==> src/rtl/temp_pkg.sv <==
// temp_pkg: shared definitions for the SPI temperature front end and the
// display block downstream of it.
//   - state_t        : reader FSM states
//   - FRAME_BITS     : sensor frame length (MSB first)
//   - TEMP_MSB/LSB   : position of the signed temperature field in a frame
//   - ALARM_TH_DEFAULT : over-temperature threshold, 0.0625 degC LSBs
//   - temp_field()   : extracts the temperature field from a raw frame
package temp_pkg;

   typedef enum logic [2:0] {
      ST_IDLE  = 3'd0,
      ST_SETUP = 3'd1,
      ST_SHIFT = 3'd2,
      ST_HOLD  = 3'd3,
      ST_GAP   = 3'd4
   } state_t;

   localparam int FRAME_BITS = 16;
   localparam int TEMP_MSB   = 15;
   localparam int TEMP_LSB   = 3;
   localparam int TEMP_W     = TEMP_MSB - TEMP_LSB + 1;

   // 800 * 0.0625 degC = 50.0 degC
   localparam logic signed [TEMP_W-1:0] ALARM_TH_DEFAULT = 13'sd800;

   // Pure slice: no sign extension, no scaling.
   function automatic logic [TEMP_W-1:0] temp_field(input logic [FRAME_BITS-1:0] f);
      return f[TEMP_MSB:TEMP_LSB];
   endfunction

endpackage

==> src/rtl/temp_spi_reader_if.sv <==
// temp_spi_reader_if: request/result and sensor-pin bundle of the reader.
//   start : conversion request (to reader)
//   sdo   : sensor serial data (to reader)
//   cs    : sensor chip select, active low (from reader)
//   sclk  : SPI clock, idle low (from reader)
//   busy  : frame or CS-high gap in progress (from reader)
//   valid : one-cycle pulse, new result on frame/temp/alarm (from reader)
//   frame : last raw 16-bit frame
//   temp  : signed 13-bit temperature field of frame
//   alarm : temp >= threshold
// Modports: slave = reader side, master = controller/sensor side.
interface temp_spi_reader_if;
   import temp_pkg::*;

   logic                  start;
   logic                  sdo;
   logic                  cs;
   logic                  sclk;
   logic                  busy;
   logic                  valid;
   logic [FRAME_BITS-1:0] frame;
   logic [TEMP_W-1:0]     temp;
   logic                  alarm;

   modport slave (
      input  start, sdo,
      output cs, sclk, busy, valid, frame, temp, alarm
   );

   modport master (
      output start, sdo,
      input  cs, sclk, busy, valid, frame, temp, alarm
   );

endinterface

==> src/rtl/spi_half_tick.sv <==
// spi_half_tick: half-period timer for the SPI reader.
//   clk, rst : clock, synchronous active-high reset
//   restart  : reload the counter (asserted by the FSM on every state entry)
//   tick     : one-cycle pulse on the last cycle of each CLK_DIV-cycle period
// The counter reloads itself after each tick, so a state that lasts several
// half-periods (the shift phase) sees a tick every CLK_DIV cycles.
module spi_half_tick #(
   parameter int CLK_DIV = 4
) (
   input  logic clk,
   input  logic rst,
   input  logic restart,
   output logic tick
);

   localparam int              CW     = (CLK_DIV > 1) ? $clog2(CLK_DIV) : 1;
   localparam logic [CW-1:0]   RELOAD = CW'(CLK_DIV - 1);

   logic [CW-1:0] count_reg;

   assign tick = (count_reg == '0);

   always_ff @(posedge clk) begin
      if (rst) begin
         count_reg <= RELOAD;
      end else if (restart || tick) begin
         count_reg <= RELOAD;
      end else begin
         count_reg <= count_reg - CW'(1);
      end
   end

endmodule

==> src/rtl/temp_spi_reader.sv <==
// temp_spi_reader: reads one 16-bit frame (SPI mode 0, MSB first) from a
// temperature sensor per request and presents the raw frame, its signed
// 13-bit temperature field and an over-temperature flag.
//   clk  : system clock
//   rst  : synchronous reset, active high (aborts any frame in progress)
//   bus  : temp_spi_reader_if.slave (start/sdo in; cs, sclk, busy, valid,
//          frame, temp, alarm out)
// Parameters: CLK_DIV = clk cycles per sclk half-period (>= 2),
//             ALARM_TH = signed alarm threshold in 0.0625 degC LSBs.
//
// All pin/status outputs are registered from the *current* FSM state, so
// they trail the state register by one cycle. That lag is uniform, so the
// relative timing between cs, sclk, busy and valid matches the state
// durations exactly: cs falls one cycle after start is accepted and every
// phase lasts CLK_DIV cycles as seen on the pins.
module temp_spi_reader
   import temp_pkg::*;
#(
   parameter int                        CLK_DIV  = 4,
   parameter logic signed [TEMP_W-1:0]  ALARM_TH = ALARM_TH_DEFAULT
) (
   input  logic                  clk,
   input  logic                  rst,
   temp_spi_reader_if.slave      bus
);

   localparam logic [3:0] LAST_BIT = 4'(FRAME_BITS - 1);

   state_t                state_reg, state_next;
   logic                  phase_reg, phase_next;      // 0 = sclk low half, 1 = high half
   logic [3:0]            bit_cnt_reg, bit_cnt_next;
   logic                  restart;
   logic                  tick;

   logic                  cs_reg, cs_next;
   logic                  sclk_reg, sclk_next;
   logic                  busy_reg, busy_next;
   logic                  valid_reg;
   logic                  hold_done_reg;
   logic                  shift_en;

   logic [FRAME_BITS-1:0] shift_reg, shift_next;
   logic [FRAME_BITS-1:0] frame_reg;
   logic [TEMP_W-1:0]     temp_reg;
   logic                  alarm_reg;
   logic [TEMP_W-1:0]     new_temp;

   spi_half_tick #(
      .CLK_DIV (CLK_DIV)
   ) u_half_tick (
      .clk     (clk),
      .rst     (rst),
      .restart (restart),
      .tick    (tick)
   );

   // ---------------------------------------------------------------------
   // FSM: state register
   // ---------------------------------------------------------------------
   always_ff @(posedge clk) begin
      if (rst) begin
         state_reg   <= ST_IDLE;
         phase_reg   <= 1'b0;
         bit_cnt_reg <= 4'd0;
      end else begin
         state_reg   <= state_next;
         phase_reg   <= phase_next;
         bit_cnt_reg <= bit_cnt_next;
      end
   end

   // ---------------------------------------------------------------------
   // FSM: next state and next values of the registered pin outputs
   // ---------------------------------------------------------------------
   always_comb begin
      state_next   = state_reg;
      phase_next   = phase_reg;
      bit_cnt_next = bit_cnt_reg;

      case (state_reg)
         ST_IDLE: begin
            if (bus.start) begin
               state_next = ST_SETUP;
            end
         end
         ST_SETUP: begin
            if (tick) begin
               state_next   = ST_SHIFT;
               phase_next   = 1'b0;
               bit_cnt_next = 4'd0;
            end
         end
         ST_SHIFT: begin
            if (tick) begin
               if (!phase_reg) begin
                  phase_next = 1'b1;
               end else begin
                  phase_next = 1'b0;
                  if (bit_cnt_reg == LAST_BIT) begin
                     state_next = ST_HOLD;
                  end else begin
                     bit_cnt_next = bit_cnt_reg + 4'd1;
                  end
               end
            end
         end
         ST_HOLD: begin
            if (tick) begin
               state_next = ST_GAP;
            end
         end
         ST_GAP: begin
            if (tick) begin
               state_next = ST_IDLE;
            end
         end
         default: begin
            state_next = ST_IDLE;
         end
      endcase

      // Every state entry starts a fresh CLK_DIV period.
      restart = (state_next != state_reg);

      cs_next   = !((state_reg == ST_SETUP) || (state_reg == ST_SHIFT) ||
                    (state_reg == ST_HOLD));
      sclk_next = (state_reg == ST_SHIFT) && phase_reg;
      busy_next = (state_reg != ST_IDLE);

      // Capture sdo on exactly the edge that drives the sclk pin 0->1.
      shift_en  = sclk_next && !sclk_reg;
   end

   // Shift register: bit 0 takes sdo, every other bit takes its neighbour.
   generate
      for (genvar gi = 0; gi < FRAME_BITS; gi++) begin : g_shift
         if (gi == 0) begin : g_lsb
            assign shift_next[gi] = shift_en ? bus.sdo : shift_reg[gi];
         end else begin : g_upper
            assign shift_next[gi] = shift_en ? shift_reg[gi-1] : shift_reg[gi];
         end
      end
   endgenerate

   assign new_temp = temp_field(shift_reg);

   // ---------------------------------------------------------------------
   // Datapath and output registers
   // ---------------------------------------------------------------------
   always_ff @(posedge clk) begin
      if (rst) begin
         cs_reg        <= 1'b1;
         sclk_reg      <= 1'b0;
         busy_reg      <= 1'b0;
         valid_reg     <= 1'b0;
         hold_done_reg <= 1'b0;
         shift_reg     <= '0;
         frame_reg     <= '0;
         temp_reg      <= '0;
         alarm_reg     <= 1'b0;
      end else begin
         cs_reg        <= cs_next;
         sclk_reg      <= sclk_next;
         busy_reg      <= busy_next;
         shift_reg     <= shift_next;
         // HOLD ends one cycle before cs rises on the pin; results load and
         // valid pulses together with the cs rise.
         hold_done_reg <= (state_reg == ST_HOLD) && tick;
         valid_reg     <= hold_done_reg;
         if (hold_done_reg) begin
            frame_reg <= shift_reg;
            temp_reg  <= new_temp;
            alarm_reg <= ($signed(new_temp) >= ALARM_TH);
         end
      end
   end

   assign bus.cs    = cs_reg;
   assign bus.sclk  = sclk_reg;
   assign bus.busy  = busy_reg;
   assign bus.valid = valid_reg;
   assign bus.frame = frame_reg;
   assign bus.temp  = temp_reg;
   assign bus.alarm = alarm_reg;

endmodule

==> src/flat_wrapper.sv <==
// flat-port wrapper written by rule: the top's interface ports become plain ports
module temp_spi_reader_flat import temp_pkg::*;
#(
   parameter int                        CLK_DIV  = 4,
   parameter logic signed [TEMP_W-1:0]  ALARM_TH = ALARM_TH_DEFAULT
)
  (clk, rst, bus_start, bus_sdo, bus_cs, bus_sclk, bus_busy, bus_valid, bus_frame, bus_temp, bus_alarm);
  temp_spi_reader_if bus_i ();
  input  logic clk;
  input  logic rst;
  input wire logic [$bits(bus_i.start)-1:0] bus_start;
  input wire logic [$bits(bus_i.sdo)-1:0] bus_sdo;
  output wire logic [$bits(bus_i.cs)-1:0] bus_cs;
  output wire logic [$bits(bus_i.sclk)-1:0] bus_sclk;
  output wire logic [$bits(bus_i.busy)-1:0] bus_busy;
  output wire logic [$bits(bus_i.valid)-1:0] bus_valid;
  output wire logic [$bits(bus_i.frame)-1:0] bus_frame;
  output wire logic [$bits(bus_i.temp)-1:0] bus_temp;
  output wire logic [$bits(bus_i.alarm)-1:0] bus_alarm;
  assign bus_i.start = bus_start;
  assign bus_i.sdo = bus_sdo;
  assign bus_cs = bus_i.cs;
  assign bus_sclk = bus_i.sclk;
  assign bus_busy = bus_i.busy;
  assign bus_valid = bus_i.valid;
  assign bus_frame = bus_i.frame;
  assign bus_temp = bus_i.temp;
  assign bus_alarm = bus_i.alarm;
  temp_spi_reader #(.CLK_DIV(CLK_DIV), .ALARM_TH(ALARM_TH)) u_core (.clk(clk), .rst(rst), .bus(bus_i));
endmodule
==> config.mk <==
export PLATFORM = sky130hd
export DESIGN_NAME = temp_spi_reader_flat
export DESIGN_NICKNAME = d
export VERILOG_FILES = /design/src/rtl/temp_pkg.sv /design/src/rtl/temp_spi_reader_if.sv /design/src/rtl/spi_half_tick.sv /design/src/rtl/temp_spi_reader.sv /design/src/flat_wrapper.sv
export SDC_FILE = /design/constraint.sdc
export NUM_CORES = 1
export LEC_CHECK = 0
export BUFFER_PORTS_ARGS = -buffer_cell sky130_fd_sc_hd__buf_2
export CORE_MARGIN = 1.5
export CORE_UTILIZATION = 45
export CTS_CLUSTER_SIZE = 30
export DETAILED_ROUTE_END_ITERATION = 12
export PLACE_DENSITY = 0.67
export REMOVE_ABC_BUFFERS = 1
export SYNTH_ARGS = -nofsm -noshare
export SYNTH_HDL_FRONTEND = slang
export SYNTH_SLANG_ARGS = --single-unit
==> constraint.sdc <==
create_clock -name clk -period 2.8 [get_ports clk]
set_clock_uncertainty 0.05 [all_clocks]
set_input_delay 0 -clock clk [delete_from_list [all_inputs] [get_ports clk]]
set_output_delay 0 -clock clk [all_outputs]
set_load 0.005 [all_outputs]
Word level (Yosys, flattened, before mapping)
Cells that the tools add are included.
{ "totals": {"ff_bits": 61, "inputBits": 4, "output_inout_bits": 34, "wordCells": 58} }
{ "classes": {"addsub": 2, "n_lt_le_gt_ge": 1, "n_eq_ne": 10, "n_mux": 17, "n_reduce_logical": 15} }
{ "ops": {"columns": ["cell", "n"], "rows": [
  ["3-bit 2-to-1 mux", 7],
  ["4-bit 2-to-1 mux", 4],
  ["3-bit case mux with 5 select lines", 1],
  ["13-bit by 11-bit greater-or-equal comparator with 1-bit output, second input constant", 1],
  ["4-bit case mux with 2 select lines", 1],
  ["3-bit by 2-bit == test with 1-bit output, second input constant", 2],
  ["2-bit by 1-bit != test with 1-bit output, second input constant", 3],
  ["5-bit AND reduction", 1],
  ["4-bit by 1-bit adder with 4-bit output, second input constant", 1],
  ["4-bit == test, second input constant", 1],
  ["3-bit by 1-bit == test with 1-bit output, second input constant", 1],
  ["3-bit == test, second input constant", 1],
  ["1-bit logical AND", 3],
  ["3-bit zero test", 1],
  ["1-bit logical OR", 3],
  ["1-bit 2-to-1 mux", 3],
  ["3-bit != test", 1],
  ["3-bit AND reduction", 1],
  ["3-bit nonzero test", 1],
  ["1-bit zero test", 2],
  ["2-bit zero test", 1],
  ["2-bit != test, second input constant", 1],
  ["1-bit case mux with 2 select lines", 1],
  ["2-bit nonzero test", 1],
  ["2 further kinds", 2]
]} }

Longest topological paths before layout
Gate-level depths: netlist of run 1.
{ "logic_depth": {"depth_word": 8, "depth_mapped": 6, "mapped_depth_nobuf": 6} }

Cells and area by module
From an unflattened synthesis of run 1, not the netlist that was laid out.
{ "unflattened": {"hier_cells": 222, "hier_area_um2": 2021.9} }
{ "modules_own_cells": {"columns": ["module", "n_inst", "cells_each", "area_each_um2", "seq_area_each_um2"], "rows": [
  ["temp_spi_reader", 1, 215, 1941.9, 920.9],
  ["spi_half_tick", 1, 7, 80.1, 40.0]
]} }

Worst setup path after synthesis of run 1
No wires, ideal clock.
{ "synth_path": {"path_type": "register to register", "from": "register u_core.u_half_tick.count_reg[0]", "to": "register u_core.bit_cnt_reg[3]", "setup_time_ps": 70, "t_arrival_ps": 1575, "t_required_ps": 2680, "slack_ps": 1105, "stages_incl_launch_ff": 7, "path_buffers": 0, "period_less_slack_ps": 1695, "cell_sequence": "dfxtp_1 -> inv_1 -> ha_1 -> nor2b_2 -> o21ai_0 -> or4_1 -> a21oi_1"} }
{ "synth_between": {"elab_chain_cells": 3, "word_cells_on_any_way": 4} }
{ "synth_rtl": {"columns": ["item", "line_no", "rtl"], "rows": [
  ["from (decl)", "spi_half_tick.sv:19", "logic [CW-1:0] count_reg;"],
  ["from (signal assigned)", "spi_half_tick.sv:29", "count_reg <= count_reg - CW'(1);"],
  ["2-bit zero test (*)", "spi_half_tick.sv:21", "assign tick = (count_reg == '0);"],
  ["2-bit by 1-bit != test with 1-bit output (no source line)", null, null],
  ["5-bit AND reduction (no source line) (*)", null, null],
  ["to (signal assigned)", "temp_spi_reader.sv:68", "bit_cnt_reg <= bit_cnt_next;"],
  ["to (decl)", "temp_spi_reader.sv:31", "logic [3:0] bit_cnt_reg, bit_cnt_next;"]
]} }
Every way passes the cells marked *; elsewhere a longest branch is shown, timed or not.
A chain may end at the register's enable or synchronous reset.

Worst setup path after layout of run 1
{ "layout_path": {"from": "register u_core.state_reg[1]", "to": "register u_core.shift_reg[2]"} }
{ "layout_between": {"elab_chain_cells": 3} }
{ "layout_rtl": {"columns": ["item", "line_no", "rtl"], "rows": [
  ["from (decl)", "temp_spi_reader.sv:29", "state_t state_reg, state_next;"],
  ["from (signal assigned)", "temp_spi_reader.sv:66", "state_reg <= state_next;"],
  ["3-bit by 2-bit == test with 1-bit output", "temp_spi_reader.sv:127", "sclk_next = (state_reg == ST_SHIFT) && phase_reg;"],
  ["1-bit logical AND", "temp_spi_reader.sv:127", null],
  ["1-bit logical AND", "temp_spi_reader.sv:131", "shift_en = sclk_next && !sclk_reg;"],
  ["to (signal assigned)", "temp_spi_reader.sv:165", "shift_reg <= shift_next;"],
  ["to (decl)", "temp_spi_reader.sv:42", "logic [FRAME_BITS-1:0] shift_reg, shift_next;"]
]} }
Every way passes these cells.

==> flow_summary.json, run 1 <==
{
  "met2_length_um": 1420,
  "insertion_delay_ns": 0.29,
  "design.die.area_um2": 4760,
  "vias": 1454,
  "synth.lib_cells_used.distinct": 37,
  "critical-path-max-stage-delay_ns": 0.57,
  "worstSetupStartpointType": "register",
  "cts_tree": "built",
  "numClockSinks": 48,
  "min-delay-start": "rst",
  "r2r-start": "u_core.state_reg[1]",
  "worst_path_max_delay_cell": "nor3b_4",
  "timing_max_transition_violations_final": 0,
  "synth_top_area_cell": "dfxtp_1",
  "final_core_util_pct": 52.6,
  "total_leakage_power_nw": 0.855,
  "worst_slew_pin_slew_ns": 0.992,
  "timing.critical_path.to_type": "register",
  "routabilityCongestion": 0.798,
  "drt-wirelength-per-cell_um": 11.3,
  "finalCriticalPeriod_ns": 1.94,
  "worst-endpoint-arrival_ns": 2.11,
  "wl_met3_um": 157,
  "synth_largest_type_area_fraction_pct": 49.1,
  "synth_area_per_cell_um2": 9.02,
  "wirelength_um": 3280,
  "grt_start_max_net_pins": 47,
  "remaining_drc_errors": 0,
  "setup-tns-final_ns": 0,
  "clkTransAtPathRegs_ns": 0.08,
  "numPlacedInstances": 279,
  "die_y_um": 69.0,
  "finished_layout_cells": 289,
  "grt_pass1_vias": 1200,
  "flip_flop_count_of_the_largest_register_all_copies_and_words_added": 16,
  "synth_enable_flop_cells": 0,
  "rows": 23,
  "wire_length_of_the_first_global_routing_pass_um": 5270,
  "async_reset_ff_share_pct": 0,
  "top_level_ports": 38,
  "core-area_um2": 4090,
  "part_of_the_yosys_area_used_for_sequential_elements_pct": 49.1,
  "path_category_of_the_worst_min_delay_check": "input pin to register",
  "maxSlewHeadroom_pct": 33.8,
  "netlist_instances": 217,
  "antenna_found_initial": 0,
  "layout.nets": 244,
  "r2r_end": "u_core.shift_reg[2]",
  "fmax_mhz": 516,
  "final_antenna_net_count": 0,
  "status": "finished clean",
  "grt_setup_unrepaired": "false",
  "postSynth.topFlopCell": "dfxtp_1",
  "min_period_over_period_pct": 69.3,
  "via_per_inst": 5.03,
  "worstHoldPathCells": 2,
  "drt_iter0_markers": 89,
  "cts_inserted_buffers": 5,
  "path_max_fanout": 16,
  "rr_worst_depth": 4,
  "critical_path_buf_inv_count": 0,
  "hold_end": "u_core.bus.alarm",
  "die_x_um": 69.0,
  "route.top_layer_used": "met4",
  "cts.root.buffer_cell": "clkbuf_8",
  "area.growth.synth_to_final_pct": 9.78,
  "crit_chain": "or3b_4, nor3b_4, nand2_1, a21oi_1",
  "grt_usage_pct": 15.0,
  "crit_type": "register to register",
  "hpwlAfterDp_um": 2080,
  "synth.ff_latch_count": 48,
  "drt_first_pass_iters": 4,
  "final_layout_size_suffix_gt1_share_pct": 20.9,
  "synth_area_um2": 1960,
  "initial_cell_density_of_the_core_pct": 47.9,
  "buffer_ports.inserted": 37,
  "dp_worst_setup_slack_ns": 0.906,
  "setup_slack_reg_to_reg_ns": 0.86,
  "cts-htree-levels": 2,
  "cts_max_path_buffers": 2,
  "worst_slack_ns": 0.860,
  "cap_violations": 0,
  "worstPathRequired_ns": 2.97,
  "yosysWarnings": 0,
  "met1Wirelength_um": 1680,
  "worst_ir_drop_vdd_v": 0.000287,
  "gr-total-overflow": 0,
  "worst_path_dominant_cell_family": "simple AND/OR/NAND/NOR gates",
  "finalSetupViolations": 0,
  "p_per_area_nw_per_um2": 532,
  "synth_area_leaders": "dfxtp_1 (49%), mux2i_1 (8.7%), nand2_1 (7.3%)",
  "postCtsSetupBuffers": 0,
  "finalHoldViolations": 0,
  "num_antenna_cells": 0
}
cell type report:
type                    instances  area [um^2]
fillers                       407         1940
flip-flops and latches         48          961
multi-input cells             142          821
repair buffers                 39          205
clock buffers                   6         82.6
well taps                      50         62.6
clock inverters                 2         10.0
inverters                       2         7.51
stage by stage:
stage | area (um^2) | power (mW) | hold WS, ns
2_1_floorplan | 1790 | 0.724 | 0.0124
3_3_place_gp | 2040 | 0.742 | 0.203
3_5_place_dp | 2040 | 0.741 | 0.204
4_1_cts | 2150 | 1.16 | 0.231
5_1_grt | 2150 | 1.19 | 0.271
6_report | 2150 | 1.14 | 0.228
cell usage in the layout (no fill, tap or decap), types with 3 or more instances in the layout:
cell type	count
dfxtp_1	48
nand2_1	38
buf_2	37
nor2_1	25
a21oi_1	23
mux2i_1	17
clkbuf_8	6
nor2b_1	5
nand3_1	3
o21ai_0	3
metal layers:
| metal | vias up | GRT usage, % |
|---|---|---|
| li1 | 755 | - |
| met1 | 664 | 19.2 |
| met2 | 33 | 23.6 |
| met3 | 2 | 3.90 |
| met4 | 0 | 7.35 |
| met5 | - | 0 |
report_power, final:
group | leakage [nW] | internal, mW | switching (mW) | total [mW]
Sequential | 0.388 | 0.688 | 0.00475 | 0.692
Clock | 0.0510 | 0.197 | 0.218 | 0.416
Combinational | 0.417 | 0.0139 | 0.0207 | 0.0345
Total | 0.855 | 0.899 | 0.244 | 1.14
kinds of logic after synthesis:
kind of cell               Yosys count  share of synthesized area, %
and+or+nand+nor                     87                          21.0
DFF                                 48                          49.1
AOI/OAI and AO/OA                   35                          10.5
buffers and inverters               27                          9.01
muxes                               17                          8.69
adders and majority gates            2                          1.28
xor gates and xnor gates             1                         0.447
synth_stat cells (3+ instances only):
master and n:
buf_4 13, buf_2 3, buf_6 3, nor2b_1 5, o21ai_0 3, nand2_1 38
nor2_1 25, buf_1 3, nand3_1 3, clkbuf_1 3, dfxtp_1 48, mux2i_1 17
a21oi_1 23
timing repair:
action                                 CTS  global route
gates resized for setup                  0             0
setup endpoints to repair                0             0
hold buffers                             2             0
endpoints found under the hold margin    3             0
worst max path at each step:
| stage | from | depth (start not counted) | end | slack, ns |
|---|---|---|---|---|
| 3_5_place_dp | u_core.state_reg[1] | 4 | u_core.shift_reg[14] | 0.91 |
| 5_1_grt | u_core.state_reg[1] | 4 | u_core.shift_reg[6] | 0.67 |
| 6_report | u_core.state_reg[1] | 4 | u_core.shift_reg[2] | 0.86 |
| 2_1_floorplan | u_core.u_half_tick.count_reg[0] | 6 | u_core.bit_cnt_reg[3] | 1.10 |
| 4_1_cts | u_core.state_reg[1] | 4 | u_core.shift_reg[6] | 0.84 |
| 3_3_place_gp | u_core.state_reg[1] | 4 | u_core.shift_reg[13] | 0.92 |
Power figures use the tool's default switching activity.
==> run 2, diff against run 1 <==
--- a/config.mk
+++ b/config.mk
@@ -10,7 +10,7 @@
 export CORE_UTILIZATION = 45
 export CTS_CLUSTER_SIZE = 30
 export DETAILED_ROUTE_END_ITERATION = 12
-export PLACE_DENSITY = 0.67
+export PLACE_DENSITY = 0.7
 export REMOVE_ABC_BUFFERS = 1
 export SYNTH_ARGS = -nofsm -noshare
 export SYNTH_HDL_FRONTEND = slang
==> constraint.sdc (replaced) <==
create_clock -name clk -period 1.7 [get_ports clk]
set_clock_uncertainty 0.05 [all_clocks]
set_input_delay 0 -clock clk [delete_from_list [all_inputs] [get_ports clk]]
set_output_delay 0 -clock clk [all_outputs]
set_load 0.005 [all_outputs]
==> flow_summary.json, run 2 (synthesized netlist as in run 1, its figures left out) <==
{
  "design.die.area_um2": 4760,
  "fmax_mhz": 624,
  "multi_input_area_um2": 830,
  "route.top_layer_used": "met4",
  "num_antenna_cells": 0,
  "insertion_delay_ns": 0.29,
  "min_period_over_period_pct": 94.3,
  "drt_first_pass_iters": 4,
  "critical_path_buf_inv_count": 0,
  "postCtsSetupBuffers": 0,
  "initial_cell_density_of_the_core_pct": 47.9,
  "cap_violations": 0,
  "grt_start_max_net_pins": 31,
  "worst_path_max_delay_cell": "or4_1",
  "fillerInstances": 396,
  "hpwlAfterDp_um": 2260,
  "worst_slew_pin_slew_ns": 0.382,
  "critical-path-max-stage-delay_ns": 0.51,
  "top_level_ports": 38,
  "grt_usage_pct": 15.7,
  "p_per_area_nw_per_um2": 820,
  "drt_iter0_markers": 81,
  "final_antenna_net_count": 0,
  "timing.critical_path.to_type": "register",
  "crit_chain": "or3b_4, or4_1, a21oi_1",
  "finalHoldViolations": 0,
  "drt-wirelength-per-cell_um": 11.4,
  "die_x_um": 69.0,
  "routabilityCongestion": 0.855,
  "gr-total-overflow": 0,
  "power_mw": 1.82,
  "wl_met3_um": 135,
  "grt_setup_unrepaired": "false",
  "flip_flop_count_of_the_largest_register_all_copies_and_words_added": 16,
  "via_per_inst": 5.00,
  "worst-endpoint-arrival_ns": 1.78,
  "cts-htree-levels": 2,
  "worst_ir_drop_vdd_v": 0.000452,
  "path_max_fanout": 9,
  "final_layout_size_suffix_gt1_share_pct": 24.7,
  "timing_max_transition_violations_final": 0,
  "layout.area.seq_um2": 963,
  "status": "finished clean",
  "layout_common_cells": "dfxtp_1 (46), nand2_1 (38), buf_2 (37)",
  "met1Wirelength_um": 1630,
  "path_category_of_the_worst_min_delay_check": "input pin to register",
  "worstPathRequired_ns": 1.88,
  "met2_length_um": 1590,
  "worst_path_dominant_cell_family": "simple AND/OR/NAND/NOR gates",
  "numClockSinks": 48,
  "wire_length_of_the_first_global_routing_pass_um": 5540,
  "cts_max_path_buffers": 2,
  "die_y_um": 69.0,
  "maxSlewHeadroom_pct": 74.2,
  "buffer_ports.inserted": 37,
  "grt_pass1_vias": 1319,
  "core-area_um2": 4090,
  "rows": 23,
  "wirelength_um": 3380,
  "crit_type": "register to register",
  "cts.root.buffer_cell": "clkbuf_8",
  "setup-tns-final_ns": 0,
  "clkTransAtPathRegs_ns": 0.08,
  "total_leakage_power_nw": 0.896,
  "finalSetupViolations": 0,
  "vias": 1485,
  "antenna_found_initial": 0,
  "cts_tree": "built",
  "final_common_cell": "dfxtp_1",
  "finalCriticalPeriod_ns": 1.60,
  "layout.nets": 253,
  "worstSetupStartpointType": "register",
  "area.growth.synth_to_final_pct": 13.7,
  "cts_inserted_buffers": 5,
  "remaining_drc_errors": 0
}
## run 2: cell types whose count changed in the layout (fill, tap and decap cells not counted), sizes merged
cell	before	now
clkinv	2	1
buf	37	46
## run 2: power by group
part	leakage (nW)	internal (mW)	total [mW]	switching [mW]
logic	0.467	0.0277	0.0658	0.0382
clock network	0.0410	0.280	0.618	0.338
registers	0.388	1.13	1.14	0.00781
## run 2: worst paths after layout
kind / startpoint / slack, ns / to / depth (start not counted)
worst max-delay path: u_core.state_reg[2] / 0.1 / u_core.bit_cnt_reg[0] / 3
worst max register to register: u_core.state_reg[2] / 0.1 / u_core.bit_cnt_reg[0] / 3
worst min register to register: u_core.u_half_tick.count_reg[0] / 0.34 / u_core.u_half_tick.count_reg[0] / 1
worst min-delay path: rst / 0.04 / u_core.bus.temp[11] / 2
## run 2: stage by stage
stage	hold slack (ns)	cells	setup slack (ns)	area, um^2	util, %
final	0.0387	297	0.0968	2230	54.5
after floorplan	0.0124	192	0.00476	1790	-
after global placement	0.199	288	0.113	2120	51.8
after global routing	0.0395	297	0.0335	2230	54.5
after CTS	0.0194	297	0.0274	2210	54.2
after detailed placement	0.213	288	0.0450	2120	51.8
## run 2: cell type report
class | count | share of cell area [%]
clock buffers | 6 | 3.26
inverters | 2 | 0.337
multi-input cells | 142 | 37.3
well taps | 50 | 2.81
clock inverters | 1 | 0.225
repair buffers | 48 | 12.8
flip-flops and latches | 48 | 43.3
## run 2: repair_timing
item	in CTS	in global routing
gates resized for setup	0	6
hold buffers	2	0
endpoints found under the hold margin	3	0
setup endpoints to repair	0	11
## run 2: metal layers
metal  GRT usage, %  vias to the layer above
met4           7.35                        0
met2           28.5                       26
met5              0                        -
met3           3.41                        4
met1           17.4                      682
li1               -                      773
